===== src/rtl/matrix_pkg.sv =====
`default_nettype none
// ============================================================================
// Module   : matrix_pkg
// Brief    : Shared geometry, scan state type and column slicing helper for
//            the 5x7 LED matrix scan controller.
// Revision : 1.0 - initial release
// ============================================================================
package matrix_pkg;

    localparam int N_COLS  = 5;
    localparam int N_ROWS  = 7;
    localparam int FRAME_W = 35;

    typedef enum logic [1:0] {
        IDLE  = 2'd0,
        BLANK = 2'd1,
        DRIVE = 2'd2
    } scan_state_t;

    // Column c occupies frame[34-7c -: 7].
    function automatic logic [N_ROWS-1:0] col_slice(
        input logic [FRAME_W-1:0] frame,
        input logic [2:0]         idx
    );
        logic [FRAME_W-1:0] w_shift;
        w_shift = frame << (N_ROWS * int'(idx));
        return w_shift[FRAME_W-1 -: N_ROWS];
    endfunction

endpackage
`default_nettype wire


===== src/rtl/frame_dbuf.sv =====
`default_nettype none
// ============================================================================
// Module   : frame_dbuf
// Brief    : Pending/active frame double buffer with valid/ready intake and a
//            swap that only happens at frame boundaries.
// Revision : 1.0 - initial release
// ============================================================================
module frame_dbuf
    import matrix_pkg::*;
(
    input  logic               clk,
    input  logic               reset,
    input  logic [FRAME_W-1:0] i_frame,
    input  logic               i_valid,
    input  logic               i_swap,
    output logic               o_ready,
    output logic [FRAME_W-1:0] o_active
);

    logic [FRAME_W-1:0] r_pending;
    logic [FRAME_W-1:0] r_active;
    logic               r_pend_full;
    logic               w_xfer;

    assign w_xfer = i_valid && !r_pend_full;

    // A swap needs a full pending buffer, so it can never coincide with an
    // intake; a frame taken on a boundary edge waits for the next boundary.
    always_ff @(posedge clk or posedge reset) begin
        if (reset) begin
            r_pending   <= '0;
            r_active    <= '0;
            r_pend_full <= 1'b0;
        end else if (i_swap && r_pend_full) begin
            r_active    <= r_pending;
            r_pend_full <= 1'b0;
        end else if (w_xfer) begin
            r_pending   <= i_frame;
            r_pend_full <= 1'b1;
        end
    end

    assign o_ready  = !r_pend_full;
    assign o_active = r_active;

endmodule
`default_nettype wire


===== src/rtl/matrix_scan_ctrl.sv =====
`default_nettype none
// ============================================================================
// Module   : matrix_scan_ctrl
// Brief    : Column-multiplexed 5x7 LED scan controller with blanking gap and
//            frame-boundary double buffering.
// Revision : 1.0 - initial release
// ============================================================================
module matrix_scan_ctrl
    import matrix_pkg::*;
#(
    parameter int CLK_DIV        = 50000,
    parameter int BLANK_CYC      = 4,
    parameter bit COL_ACTIVE_LOW = 1'b0
) (
    input  logic               clk,
    input  logic               reset,
    input  logic               enable,
    input  logic [FRAME_W-1:0] frame_in,
    input  logic               frame_valid,
    output logic               frame_ready,
    output logic [N_COLS-1:0]  col,
    output logic [N_ROWS-1:0]  row,
    output logic               frame_done
);

    localparam int c_CNT_MAX = (CLK_DIV > BLANK_CYC) ? CLK_DIV : BLANK_CYC;
    localparam int c_CNT_W   = (c_CNT_MAX > 1) ? $clog2(c_CNT_MAX) : 1;

    localparam logic [c_CNT_W-1:0] c_BLANK_LAST = c_CNT_W'(BLANK_CYC - 1);
    localparam logic [c_CNT_W-1:0] c_DRIVE_LAST = c_CNT_W'(CLK_DIV - 1);
    localparam logic [2:0]         c_LAST_COL   = 3'(N_COLS - 1);
    localparam logic [N_COLS-1:0]  c_COL_IDLE   = {N_COLS{COL_ACTIVE_LOW}};
    localparam logic [N_COLS-1:0]  c_COL_ONE    = {{(N_COLS-1){1'b0}}, 1'b1};

    scan_state_t         r_state;
    scan_state_t         w_state_nxt;
    logic [2:0]          r_idx;
    logic [2:0]          w_idx_nxt;
    logic [c_CNT_W-1:0]  r_cnt;
    logic [c_CNT_W-1:0]  w_cnt_nxt;
    logic                w_swap;
    logic                w_wrap;
    logic [FRAME_W-1:0]  w_active;
    logic [N_COLS-1:0]   r_col;
    logic [N_COLS-1:0]   w_col_nxt;
    logic [N_ROWS-1:0]   r_row;
    logic [N_ROWS-1:0]   w_row_nxt;
    logic                r_frame_done;

    frame_dbuf u_dbuf (
        .clk      (clk),
        .reset    (reset),
        .i_frame  (frame_in),
        .i_valid  (frame_valid),
        .i_swap   (w_swap),
        .o_ready  (frame_ready),
        .o_active (w_active)
    );

    // Disable wins over every other transition, including the wrap edge.
    always_comb begin
        w_state_nxt = r_state;
        w_idx_nxt   = r_idx;
        w_swap      = 1'b0;
        w_wrap      = 1'b0;
        if (!enable) begin
            w_state_nxt = IDLE;
            w_idx_nxt   = '0;
        end else begin
            case (r_state)
                IDLE: begin
                    w_state_nxt = BLANK;
                    w_idx_nxt   = '0;
                    w_swap      = 1'b1;
                end
                BLANK: begin
                    if (r_cnt == c_BLANK_LAST) begin
                        w_state_nxt = DRIVE;
                    end
                end
                DRIVE: begin
                    if (r_cnt == c_DRIVE_LAST) begin
                        w_state_nxt = BLANK;
                        if (r_idx == c_LAST_COL) begin
                            w_idx_nxt = '0;
                            w_swap    = 1'b1;
                            w_wrap    = 1'b1;
                        end else begin
                            w_idx_nxt = r_idx + 3'd1;
                        end
                    end
                end
                default: begin
                    w_state_nxt = IDLE;
                    w_idx_nxt   = '0;
                end
            endcase
        end

        w_cnt_nxt = ((w_state_nxt != r_state) || (w_state_nxt == IDLE)) ? '0 : r_cnt + 1'b1;

        // Active frame only changes on BLANK entry, so it is stable here.
        w_col_nxt = c_COL_IDLE;
        w_row_nxt = '0;
        if (w_state_nxt == DRIVE) begin
            w_col_nxt = c_COL_IDLE ^ (c_COL_ONE << w_idx_nxt);
            w_row_nxt = col_slice(w_active, w_idx_nxt);
        end
    end

    always_ff @(posedge clk or posedge reset) begin
        if (reset) begin
            r_state      <= IDLE;
            r_idx        <= '0;
            r_cnt        <= '0;
            r_col        <= c_COL_IDLE;
            r_row        <= '0;
            r_frame_done <= 1'b0;
        end else begin
            r_state      <= w_state_nxt;
            r_idx        <= w_idx_nxt;
            r_cnt        <= w_cnt_nxt;
            r_col        <= w_col_nxt;
            r_row        <= w_row_nxt;
            r_frame_done <= w_wrap;
        end
    end

    assign col        = r_col;
    assign row        = r_row;
    assign frame_done = r_frame_done;

endmodule
`default_nettype wire


===== config.mk =====
export PLATFORM = sky130hd
export DESIGN_NAME = matrix_scan_ctrl
export DESIGN_NICKNAME = d
export VERILOG_FILES = /design/src/rtl/matrix_pkg.sv /design/src/rtl/frame_dbuf.sv /design/src/rtl/matrix_scan_ctrl.sv
export SDC_FILE = /design/constraint.sdc
export NUM_CORES = 1
export LEC_CHECK = 0
export CORE_MARGIN = 2
export CORE_UTILIZATION = 30
export CTS_CLUSTER_DIAMETER = 150
export DETAILED_ROUTE_END_ITERATION = 10
export GPL_ROUTABILITY_DRIVEN = 0
export PLACE_DENSITY = 0.55
export SYNTH_ARGS = -nofsm -noshare
export SYNTH_HDL_FRONTEND = slang
export SYNTH_SLANG_ARGS = --single-unit

===== constraint.sdc =====
create_clock -name clk -period 6.05 [get_ports clk]
set_clock_uncertainty 0.15 [all_clocks]
set_input_delay 0.9075 -clock clk [delete_from_list [all_inputs] [get_ports clk]]
set_output_delay 0.9075 -clock clk [all_outputs]
set_load 0.03 [all_outputs]

==> key figures, run 1 <==
Logic synthesis
  – Syn_area_per_cell: 12.21 µm²
  – Post-Synthesis Cells: 481
  – Synth top area share: 44.75%
  – Synthesized area: 0.005872 mm²
  – Sequential share of the synthesized area: 44.75%
  – Main combinational cell family by area after synthesis: multiplexers
  – Synth warnings: 0
  – Top cell type by total area after synthesis: dfrtp_1
  – Asr flop ratio synth: 100.0%
  – Number of synthesized flops with an enable pin: 0
  – Synth Area in Simple Gates: 10.74%
  – Post-synth net total: 539
  – Top cells by area, synth: dfrtp_1 45%, mux2_2 14%, mux2i_1 5.5%
  – Synth unique cells: 64
  – Commonest register cell after synthesis: dfrtp_1
  – Mux cell area share after synthesis: 26.17%
  – Xor-xnor portion of the synthesized cell area: 2.536%
  – Adder-cell area share of the yosys netlist: 4.432%
  – Count leader, synth: dfrtp_1
  – Yosys reg bits: 105
  – Synth cell count leaders: 105 x dfrtp_1, 72 x mux2_2, 33 x nor2_1
  – Compound-gate portion of the synthesized area: 6.307%

Cells and area
  – Post-layout util: 35.57%
  – Layout cells sized above 1: 22.22%
  – NumNets Final: 584
  – Post-route insts no fill: 796
  – Diode count: 0
  – Final Cell Area: 0.006878 mm²
  – Fillers: 1892
  – Layout overhead on the synthesized area: 17.13%

Clock network
  – Worst skew pair latency: 0.35 ns
  – Post-CTS Hold Fix Bufs: 0
  – Cts repair resizes: 0
  – CTS tree: done
  – CTS Buf Count: 9
  – Clock sink count: 105
  – Root Buffer: clkbuf_16
  – Htree depth: 3
  – CTS clk-pin slew, worst paths: 0.07 ns
  – Longest Clk Path Bufs: 2
  – Post CTS Setup Buffer Count: 0

Power
  – Pwr per Cell Area: 321.8 mW/mm²
  – Leak: 2.799 nW
  – Peak VDD IR: 0.1803 mV
  – Tot Pwr: 2.213 mW

Worst setup path
  – Setup crit start: r_cnt[0]$_DFF_PP0_
  – Critical R2R Launch: r_cnt[0]$_DFF_PP0_
  – R2r worst-path depth: 15
  – Reg-to-reg endpoint: row[0]$_DFF_PP0_
  – Startpoint types: register
  – Crit Path Max Fanout: 8
  – Critical Setup Path Class: register to register
  – Crit end category: register
  – Required time worst endpoint: 6.07 ns
  – Worst reg-to-reg setup slack: 0.85 ns
  – Crit path DAT: 5.22 ns

Place
  – HPWL Detailed: 9134 µm
  – Port bufs: 52
  – Dpl cell area: 0.006576 mm²
  – Dpl ws: 0.8579 ns
  – Number of cells after detailed placement: 780

STA
  – Final worst-path cycle share: 85.88%
  – Worst hold slack: 0.3266 ns
  – Final Max Slew Viols: 0
  – Tmin final: 5.196 ns
  – Unrepaired setup endpoints after global routing: false
  – Final setup fails: 0
  – Final Hold Violating Endpoints: 0
  – Worst Setup Slack, final: 0.8545 ns
  – Worst Tran Pin Value: 1.038 ns
  – TNS Setup: 0 ns
  – Max-slew headroom: 30.63%
  – F_max: 192.5 MHz

Routing
  – DRT iter0 DRCs: 290
  – Total number of vias: 3855
  – Routed WL: 12370 µm
  – Router iterations before antenna repair: 4
  – Routed wire per std cell: 15.55 µm
  – Post-DRT Antenna Nets: 0
  – Drt drc: 0
  – Vias per inst: 4.843

GRT
  – Total GRT Usage: 12.57%
  – Initial antenna violation count: 0
  – Vias in the first global route: 3927
  – Pin count of the biggest net entering global routing: 57
  – Gr ovfl total: 0
  – Global-route wire length before repair: 20590 µm

Die
  – Initial Util: 30.37%
  – Chip width: 143.9 µm
  – Die ar.: 0.02071 mm²
  – Core area: 0.01933 mm²
  – Row cnt: 51
  – Io pins: 53
  – Die Span Y: 143.9 µm

Job
  – Maximum Capacitance Violations: 0

Worst hold path
  – HP Start: r_cnt[0]$_DFF_PP0_
  – Hold Path Sink: r_cnt[0]$_DFF_PP0_
  – Path category of the worst min-delay check: register to register
  – Hold path depth: 1

Outcome
  – Status: complete, no violations
[worst max-delay path, stage by stage, from the launching register on]
cell and delay (ns):
dfrtp_1 0.38, ha_1 0.23, and4_4 0.22, and4_1 0.36
and2_2 0.22, nand3b_1 0.08, a21oi_1 0.57, fa_1 0.53
inv_1 0.09, ha_1 0.17, inv_1 0.05, fa_1 0.40
xnor2_1 0.61, or3_1 0.21, o221ai_1 0.13, a2111oi_1 0.61
[placed cells by master, fill, tap and decap left out, types with 3 or more instances in the layout]
master | Yosys | routed
a21oi_1 | 5 | 5
mux4_1 | 6 | 6
buf_4 | 0 | 7
clkdlybuf4s50_1 | 0 | 52
fa_1 | 3 | 3
and2_1 | 7 | 7
clkbuf_16 | 0 | 9
nand2_1 | 32 | 32
xnor2_1 | 10 | 10
dfrtp_1 | 105 | 105
nor3_1 | 7 | 7
mux4_2 | 11 | 11
mux2i_1 | 32 | 32
and4_1 | 3 | 3
o21ai_0 | 6 | 6
nand3_1 | 11 | 11
mux2_2 | 72 | 72
and2_0 | 3 | 3
a211oi_1 | 6 | 6
and3_1 | 6 | 6
nor2_1 | 33 | 33
nand4_1 | 4 | 4
xor2_1 | 7 | 7
inv_1 | 17 | 16
ha_1 | 16 | 16
nor2b_1 | 6 | 5
inv_6 | 0 | 3
a31oi_1 | 4 | 4
[power breakdown]
part | switching [mW] | leakage, nW | internal (mW)
registers | 0.169 | 1.31 | 0.891
logic | 0.226 | 1.35 | 0.337
clock network | 0.264 | 0.144 | 0.326
total | 0.659 | 2.80 | 1.55
[registers in the layout (all words and copies together) (netlist names)]
| name | count |
|---|---|
| r_cnt | 16 |
| r_state | 2 |
| row | 7 |
| u_dbuf.r_pend_full | 1 |
| r_idx | 3 |
| u_dbuf.o_active | 35 |
| u_dbuf.r_pending | 35 |
| col | 5 |
| frame_done | 1 |
[logic make-up after synthesis]
kind of cell / after synthesis
buffers and inverters: 45
adder cells (fa/ha/maj): 19
XOR/XNOR: 17
flip-flops: 105
AO/OA/AOI/OAI: 49
AND/OR/NAND/NOR: 125
multiplexers: 121
[final cells by class]
| type | instances | area [µm²] | share of cell area [%] |
|---|---|---|---|
| sequential | 105 | 2628 | 38.20 |
| multi-input combinational | 331 | 2954 | 42.95 |
| inverter | 20 | 90.09 | 1.310 |
| timing repair buffer | 59 | 573.1 | 8.332 |
| clock buffer | 10 | 229.0 | 3.329 |
| clock inverter | 6 | 72.57 | 1.055 |
| tap | 265 | 331.6 | 4.821 |
[routing by layer]
| layer | wire (µm) | track usage, % | share of wire [%] |
|---|---|---|---|
| met5 | 0 | 0 | 0 |
| met2 | 5989 | 20.30 | 48 |
| met4 | 133 | 3.818 | 1.1 |
| met1 | 5607 | 16.93 | 45 |
| met3 | 643 | 2.699 | 5.2 |
[worst max path at each step]
stage / slack (ns) / endpoint / depth (start not counted)
after floorplan: 1.74 / row[1]$_DFF_PP0_ / 18
after global placement: 0.88 / row[0]$_DFF_PP0_ / 12
after detailed placement: 0.86 / row[6]$_DFF_PP0_ / 14
after CTS: 0.92 / row[0]$_DFF_PP0_ / 15
after global routing: 0.53 / row[4]$_DFF_PP0_ / 17
final: 0.85 / row[0]$_DFF_PP0_ / 15
Note: power is estimated with default switching activity, not from simulation.
==> run 2: changes to the inputs <==
--- a/config.mk
+++ b/config.mk
@@ -10,7 +10,9 @@
 export CTS_CLUSTER_DIAMETER = 150
 export DETAILED_ROUTE_END_ITERATION = 10
 export GPL_ROUTABILITY_DRIVEN = 0
-export PLACE_DENSITY = 0.55
+export GPL_TIMING_DRIVEN = 0
+export PLACE_DENSITY = 0.57
+export SLEW_MARGIN = 20
 export SYNTH_ARGS = -nofsm -noshare
 export SYNTH_HDL_FRONTEND = slang
 export SYNTH_SLANG_ARGS = --single-unit
==> constraint.sdc (replaced) <==
create_clock -name clk -period 4.6 [get_ports clk]
set_clock_uncertainty 0.15 [all_clocks]
set_input_delay 0.69 -clock clk [delete_from_list [all_inputs] [get_ports clk]]
set_output_delay 0.69 -clock clk [all_outputs]
set_load 0.03 [all_outputs]
==> run 2 against run 1 <==
  * Sequential share of layout area down 1.8 points
  * Maximum frequency increased by 15%
  * Largest power group unchanged
  * Count of clock-buffer cells in the layout did not move
  * Sequential cell count unchanged
  * Cell area increased by 5.1%
==> key figures, run 2 (synthesis results as in run 1) <==
GRT
  – GRT met2 Usage: 21.65% (+1.4 points)
  – Pin count of the biggest net entering global routing: 72 (+26%)
  – Total GRT Usage: 13.56% (+0.99 points)
  – GRT met1 Usage: 18.00% (+1.1 points)
  – Initial antenna violation count: 0 (unchanged)
  – Vias in the first global route: 4140 (+5.4%)
  – Busiest grt layer: met2
  – Global-route wire length before repair: 21610 µm (+5.0%)
  – Gr ovfl total: 0 (unchanged)
  – Met3 GRT Util: 3.032% (+0.33 points)

Clock network
  – Post-CTS Hold Fix Bufs: 0 (unchanged)
  – Worst skew pair latency: 0.36 ns (about the same)
  – CTS clk-pin slew, worst paths: 0.08 ns (about the same)
  – Longest Clk Path Bufs: 2 (unchanged)
  – CTS tree: done
  – CTS Buf Count: 9 (unchanged)
  – Htree depth: 3 (unchanged)
  – Root Buffer: clkbuf_16
  – Clock sink count: 105 (unchanged)

Power
  – Clock network power share: 25.4% (-1.3 points)
  – Internal power: 1.999 mW (+29%)
  – Peak VDD IR: 0.2185 mV (+21%)
  – Leak: 2.954 nW (+5.5%)
  – Pwr per Cell Area: 400.6 mW/mm² (+24%)
  – Sw power: 895.3 µW (+36%)
  – Fraction of power spent switching nets: 30.93% (+1.2 points)
  – Gate power share: 26.3% (+0.9 points)
  – Flop pwr share: 48.3% (+0.4 points)

Worst setup path
  – R2r worst-path depth: 20 (+5)
  – Crit end category: register
  – Crit Path Max Fanout: 13 (+5)
  – Worst reg-to-reg setup slack: 0.08 ns (-0.78 ns)
  – Critical Setup Path Class: register to register
  – Startpoint types: register
  – Crit path DAT: 4.63 ns (-0.59 ns)
  – Required time worst endpoint: 4.71 ns (-1.36 ns)
  – Reg-to-reg endpoint: row[1]$_DFF_PP0_
  – Critical R2R Launch: r_cnt[0]$_DFF_PP0_

Place
  – HPWL Detailed: 10020 µm (+9.7%)
  – Port bufs: 52 (unchanged)
  – Dpl cell area: 0.006756 mm² (+2.7%)

Routing
  – Router iterations before antenna repair: 4 (unchanged)
  – Total number of vias: 4019 (+4.3%)
  – Vias per inst: 4.866 (+0.47%)
  – Drt drc: 0 (unchanged)
  – Post-DRT Antenna Nets: 0 (unchanged)
  – Routed WL: 13530 µm (+9.3%)
  – DRT iter0 DRCs: 248 (-14%)
  – Routed wire per std cell: 16.38 µm (+5.4%)

STA
  – Tmin final: 4.524 ns (-0.6711 ns)
  – Max-slew headroom: 57.67% (+27 points)
  – Final Max Slew Viols: 0 (unchanged)
  – Final Hold Violating Endpoints: 0 (unchanged)
  – Final setup fails: 0 (unchanged)
  – F_max: 221.0 MHz (+15%)
  – Final worst-path cycle share: 98.36% (+12 points)
  – TNS Setup: 0 ns (unchanged)
  – Worst Tran Pin Value: 0.6350 ns (-0.4033 ns)
  – Worst hold slack: 0.3493 ns (+0.02264 ns)

Worst hold path
  – Hold Path Sink: u_dbuf.o_active[6]$_DFFE_PP0P_
  – HP Start: u_dbuf.r_pending[6]$_DFFE_PP0P_
  – Path category of the worst min-delay check: register to register
  – Hold path depth: 1 (unchanged)

Cells and area
  – Fillers: 1876 (-0.85%)
  – Register Area: 0.002629 mm² (about the same)
  – Layout cells sized above 1: 26.92% (+4.7 points)
  – Post-layout util: 37.37% (+1.8 points)
  – Layout overhead on the synthesized area: 23.06%
  – Commonest non-fill, non-tap cell in the layout: dfrtp_1
  – Diode count: 0 (unchanged)
  – Area of the multi-input gates: 0.003029 mm² (+2.5%)
  – Final Cell Area: 0.007226 mm² (+5.1%)
  – Commonest non-fill, non-tap cells in the layout: 104 x dfrtp_1, 72 x mux2_2, 52 x clkdlybuf4s50_1
  – NumNets Final: 614 (+5.1%)

Die
  – Io pins: 53 (unchanged)
  – Chip width: 143.9 µm (unchanged)
  – Initial Util: 30.37% (unchanged)
  – Core area: 0.01933 mm² (unchanged)
  – Die ar.: 0.02071 mm² (unchanged)
  – Row cnt: 51 (unchanged)
  – Die Span Y: 143.9 µm (unchanged)

Outcome
  – Status: complete, no violations

Job
  – Maximum Capacitance Violations: 0 (unchanged)
[run 2: cell count changes in the layout (fill, tap and decap cells not counted), sizes merged]
cell / delta
buf: +15
bufinv: -1
clkbuf: +15
inv: +1
[run 2: layout make-up]
cell class | instances | area share (%)
Multi-Input combinational cell | 331 | 41.92
Tap cell | 265 | 4.589
Clock buffer | 10 | 3.169
Sequential cell | 105 | 36.38
Buffer | 24 | 2.926
Inverter | 20 | 1.316
Timing Repair Buffer | 65 | 9.004
Clock inverter | 6 | 0.6926
[run 2: worst max-delay path by stage]
stage / from / endpoint / slack [ns] / cells after the start
6_report: r_cnt[0]$_DFF_PP0_ / row[1]$_DFF_PP0_ / 0.08 / 20
5_1_grt: r_cnt[1]$_DFF_PP0_ / row[1]$_DFF_PP0_ / -0.02 / 20
3_5_place_dp: r_cnt[0]$_DFF_PP0_ / row[1]$_DFF_PP0_ / -0.64 / 18
4_1_cts: r_cnt[0]$_DFF_PP0_ / row[1]$_DFF_PP0_ / 0.007 / 20
3_3_place_gp: r_cnt[0]$_DFF_PP0_ / row[1]$_DFF_PP0_ / -0.51 / 18
2_1_floorplan: r_cnt[0]$_DFF_PP0_ / row[1]$_DFF_PP0_ / 0.29 / 18
[run 2: power groups by stage]
stage | logic (mW) | registers (mW) | clock network [mW]
after detailed placement | 0.748 | 1.42 | 0
after global placement | 0.722 | 1.41 | 0
after global routing | 0.826 | 1.44 | 0.800
after CTS | 0.755 | 1.40 | 0.764
after floorplan | 0.584 | 1.32 | 0
final | 0.763 | 1.40 | 0.735
[run 2: layer usage]
layer  wire length, µm  part of all wire [%]
met3               724                   5.4
met5                 0                     0
met1              6047                    45
met2              6491                    48
met4               266                   2.0
[run 2: critical path, stage by stage (launching register included)]
cell and delay [ns]:
dfrtp_1 0.37, ha_2 0.21, and4_4 0.21, and4_1 0.20, buf_6 0.12, mux2i_1 0.18, o21ba_2 0.19, buf_12 0.13
buf_4 0.15, buf_12 0.15, buf_12 0.16, ha_1 0.26, ha_4 0.17, inv_1 0.05, fa_2 0.63, buf_8 0.14
nor2_1 0.07, a221oi_2 0.31, a22o_1 0.23, o22ai_2 0.10, nor3_2 0.24
[run 2: timing repair]
action                     4_1_cts  5_1_grt
setup endpoints to repair        7        7
pin swaps                        2       10
gates resized for setup         12       15
buffers inserted                 1       11
[run 2: through the flow]
step,total power [mW],setup WS [ns],cells
global placement,2.127,-0.5143,798
finish,2.894,0.07556,826
floorplan,1.901,0.2866,481
global route,3.070,-0.01954,826
CTS,2.919,0.006932,816
detailed placement,2.167,-0.6360,799
